===== src/rtl/regfile_dump_reader.sv =====
// regfile_dump_reader: walks a register range through one read port and streams each value with its index
module regfile_dump_reader #(
    parameter int DATA_W = 32,
    parameter int IDX_W  = 5
) (
    input  logic              clock,
    input  logic              ctrl_reset_n,
    input  logic              start,
    input  logic              abort,
    input  logic [IDX_W-1:0]  first_reg,
    input  logic [IDX_W-1:0]  last_reg,
    output logic [IDX_W-1:0]  rd_sel,
    input  logic [DATA_W-1:0] rd_data,
    output logic              out_valid,
    input  logic              out_ready,
    output logic [DATA_W-1:0] out_data,
    output logic [IDX_W-1:0]  out_index,
    output logic              out_last,
    output logic              busy,
    output logic              done,
    output logic              err
);
    typedef enum logic [1:0] {IDLE, FETCH, HOLD, DONE} state_t;
    state_t state, state_nx;
    logic [IDX_W-1:0] cnt, last_q;
    logic accept, reject, hs, kill;
    assign rd_sel = cnt;
    always_comb begin
        accept   = state == IDLE && start && first_reg <= last_reg;
        reject   = state == IDLE && start && first_reg > last_reg;
        kill     = state != IDLE && abort;
        hs       = state == HOLD && out_valid && out_ready;
        busy     = state == FETCH || state == HOLD;
        done     = state == DONE;
        state_nx = state;
        case (state)
            IDLE:    state_nx = accept ? FETCH : IDLE;
            FETCH:   state_nx = HOLD;
            HOLD:    state_nx = hs ? (out_last ? DONE : FETCH) : HOLD;
            default: state_nx = IDLE;
        endcase
        if (kill) state_nx = IDLE;
    end
    always_ff @(posedge clock) begin
        if (!ctrl_reset_n) begin
            state     <= IDLE;
            cnt       <= '0;
            last_q    <= '0;
            out_valid <= 1'b0;
            out_data  <= '0;
            out_index <= '0;
            out_last  <= 1'b0;
            err       <= 1'b0;
        end else begin
            state <= state_nx;
            err   <= reject;
            if (accept) begin
                cnt    <= first_reg;
                last_q <= last_reg;
            end
            if (state == FETCH && !kill) begin
                out_data  <= rd_data;
                out_index <= cnt;
                out_last  <= cnt == last_q;
                out_valid <= 1'b1;
            end
            // the last check precedes the increment, so index 31 never wraps to 0
            if (hs && !out_last && !kill) cnt <= cnt + 1'b1;
            if (hs || kill) out_valid <= 1'b0;
        end
    end
endmodule


===== config.mk =====
export PLATFORM = sky130hd
export DESIGN_NAME = regfile_dump_reader
export DESIGN_NICKNAME = d
export VERILOG_FILES = /design/src/rtl/regfile_dump_reader.sv
export SDC_FILE = /design/constraint.sdc
export NUM_CORES = 1
export LEC_CHECK = 0
export CORE_ASPECT_RATIO = 0.7
export CORE_MARGIN = 2
export CORE_UTILIZATION = 43
export CTS_CLUSTER_SIZE = 28
export DETAILED_ROUTE_END_ITERATION = 10
export PLACE_DENSITY = 0.77
export SYNTH_ARGS = -nofsm -noshare
export SYNTH_HDL_FRONTEND = slang
export SYNTH_SLANG_ARGS = --single-unit

===== constraint.sdc =====
create_clock -name clock -period 1.9 [get_ports clock]
set_input_delay 0.19 -clock clock [delete_from_list [all_inputs] [get_ports clock]]
set_output_delay 0.19 -clock clock [all_outputs]
set_load 0.02 [all_outputs]

==> results_dict.tcl <==
set metrics [dict create \
    die_w_um 91.70 \
    cts_made_buffers 5 \
    sw_frac_of_total_pct 27.16 \
    slew_headroom_pct 74.10 \
    holdPathStages 3 \
    power_frac_seq_pct 49.7 \
    hpwl_mm 3.980 \
    syn_nets 327 \
    tns_ns 0 \
    outcome "finished clean" \
    p_leak_nw 1.328 \
    drtPass1Iterations 6 \
    setup_slack_ns 0.05171 \
    antenna_found_initial 0 \
    nets 429 \
    synth_ff_type "dfxtp_1" \
    cp_cell_sequence "clkdlybuf4s50_1, inv_2, ha_4, nand4_2, or2_4, a21oi_4, buf_4, mux2i_1, a21oi_1" \
    worst_pin_slew_ns 0.3885 \
    port_buffers 93 \
    rsz0062_at_grt "true" \
    ios 94 \
    ys_ff_latch 52 \
    gp_congestion 0.7911 \
    clockRootBuffer "clkbuf_8" \
    coreArea_sq_um 5202 \
    syn_to_final_growth_pct 52.86 \
    cp-end-kind "flop" \
    clkPwrFrac_pct 25.9 \
    synth-adder-area-share_pct 5.946 \
    place_ws_ns -0.3383 \
    fin_hold_ws_ns 0.2211 \
    busiest_layer "met2" \
    synth_edf_count 0 \
    overflow 0 \
    drive_gt1_share_pct 9.946 \
    yosysSeqAreaShare_pct 44.97 \
    ys_warn_count 0 \
    die_area_sq_um 5995 \
    crit_fanout 7 \
    cellPowerDensity_nw_per_um2 681.4 \
    ctsHoldBuffers 0 \
    clock_skew_ns 0.006017 \
    hold_viol 0 \
    cpLargestDelayFamily "buffers and inverters" \
    drtAntennaViolNets 0 \
    placed_cell_area_sq_um 3395 \
    synth_compound_area_share_pct 18.32 \
    critPathBufInv 3 \
    wirelength_mm 5.497 \
    worst_setup_path_start_kind "primary input" \
    drc 0 \
    layout_min_cycle_time_ns 1.848 \
    htreeDepth 2 \
    use_met1_pct 25.70 \
    detail_route.wl_per_cell_um 12.38 \
    syn-instance-count 269 \
    r2r_cells 8 \
    setup_viol 0 \
    tritoncts "done" \
    via_per_inst 4.682 \
    p_comb_share_pct 24.4 \
    max_stage_delay_ns 0.50 \
    synth_xor_area_share_pct 1.892 \
    synth_simple_gate_area_share_pct 21.62 \
    clock-sinks 52 \
    grt_pass1_vias 1942 \
    synth-async-reset-ratio_pct 0 \
    grtUsageMet3_pct 5.390 \
    critPathSlowestCell "clkdlybuf4s50_1" \
    die_h_um 65.39 \
    arrival_ns 2.04 \
    drt_iter0_drc 80 \
    syn_area_sq_um 2315 \
    drv_cap 0 \
    synthDistinctLibCells 35 \
    hold_class "primary input to flop" \
    final_area_sq_um 3538 \
    post-route-period-util_pct 97.28 \
    num_vias 2079 \
    max_freq_ghz 0.5410 \
    clkTransAtPathRegs_ns 0.09 \
    intPower_mw 1.756 \
    avgSynthCellArea_sq_um 8.605 \
    start_util_pct 44.49 \
    synthMuxAreaShare_pct 2.595 \
    grt_pass1_wl_mm 9.011 \
    use_met2_pct 29.23 \
    diodes 0 \
    grtUsageTotal_pct 18.82 \
    grt_max_degree 43 \
    post-route-util_pct 68.01 \
    synth_top_family_by_area "simple AND/OR/NAND/NOR gates" \
    clk_latency_ns 0.29 \
    rows 22 \
    switching_power_uw 654.7 \
    cp.required_ns 2.09 \
    peakVddDrop_mv 0.3447 \
    rrSetupSlack_ns 0.18 \
    slew_viol_final 0 \
    cts_buffer_depth 2 \
    path_depth 9 \
    criticalPathCategory "primary input to flop" \
]
cells in the final DEF, fill, tap and decap left out, types with 2 or more instances in the layout:
cell type and count:
a21oi_1 5, o21a_1 2, buf_6 2, or3_1 2, ha_4 2, ha_1 9, xnor2_1 3, a21boi_0 37
xor2_1 2, mux2i_1 6, o221ai_2 2, clkdlybuf4s50_1 91, clkinv_2 2, nor2b_1 6, inv_2 2, nor2_1 4
buf_4 14, and3_2 2, clkbuf_8 6, nand3_1 5, a31oi_1 2, dfxtp_1 52, dlymetal6s2s_1 2, inv_1 7
nand2_1 86, o21ai_0 2, nand2b_1 3
registers in the layout, summed over array words and instances, names as in the netlist:
register / cells
err: 1
last_q: 5
out_data: 32
out_index: 5
out_last: 1
out_valid: 1
rd_sel: 5
state: 2
cells in the mapped netlist (2+ instances only):
cell type  instances  share of area [%]
or3_1              2               0.54
clkbuf_1           6               0.97
nand2_1           86                 14
o21a_1             2               0.65
a31oi_1            2               0.54
a21oi_1            5                1.1
inv_1              9                1.5
nand3_1            5                1.1
xnor2_1            3                1.1
nor2_1             4               0.65
o221ai_1           2               0.76
xor2_1             2               0.76
nand2b_1           3               0.81
buf_2              8                1.7
ha_1              11                5.9
o21ai_0            2               0.43
and3_2             2               0.65
a21boi_0          37                 12
dfxtp_1           52                 45
nor2b_1            6                1.6
mux2i_1            6                2.6
stage by stage:
step / cells / total power, mW
detailed placement: 435 / 1.796
floorplan: 269 / 1.510
finish: 444 / 2.411
global placement: 435 / 1.786
global route: 444 / 2.540
CTS: 444 / 2.424
power by group through the flow:
stage / Combinational [mW] / Sequential (mW) / Clock, mW
2_1_floorplan: 0.231 / 1.28 / 0
3_3_place_gp: 0.566 / 1.22 / 0
3_5_place_dp: 0.572 / 1.22 / 0
4_1_cts: 0.578 / 1.20 / 0.647
5_1_grt: 0.639 / 1.21 / 0.693
6_report: 0.588 / 1.20 / 0.625
metal layers:
metal  routed length (um)  vias to the layer above
met4                   34                        0
met3                  464                        2
li1                     -                     1090
met5                    0                        -
met1                 2631                      922
met2                 2367                       65
logic make-up after synthesis:
kind of cell / Yosys count
adders and majority gates: 11
and+or+nand+nor: 115
muxes: 6
AOI/OAI and AO/OA: 56
DFF: 52
xor gates and xnor gates: 5
buffers and inverters: 24
worst min-delay path: cells and delay by family:
family                 cells  cell delay [ns]
buffers and inverters      1             0.11
and+or+nand+nor            1             0.09
muxes                      1             0.08
layout make-up:
type | instances | area, sq um
Inverter | 9 | 33.78
Multi-Input combinational cell | 193 | 1197
Timing Repair Buffer | 110 | 1084
Clock inverter | 2 | 10.01
Tap cell | 72 | 90.09
Sequential cell | 52 | 1041
Fill cell | 437 | 1664
Clock buffer | 6 | 82.58
what timing repair did:
item | CTS | global route
cloned | 0 | 0
gates resized for setup | 0 | 9
pin swaps | 1 | 1
buffers inserted | 1 | 0
endpoints found under the setup margin | 1 | 7
final timing paths:
path,end,startpoint
hold / removal,last_q[3]$_SDFFE_PN0P_,last_reg[3]
setup / recovery,rd_sel[1]$_SDFFE_PN0P_,last_reg[2]
hold reg to reg,out_data[20]$_SDFFE_PN0P_,out_data[20]$_SDFFE_PN0P_
setup reg to reg,rd_sel[3]$_SDFFE_PN0P_,state[1]$_SDFF_PP0_
(Power assumes the default switching activity.)
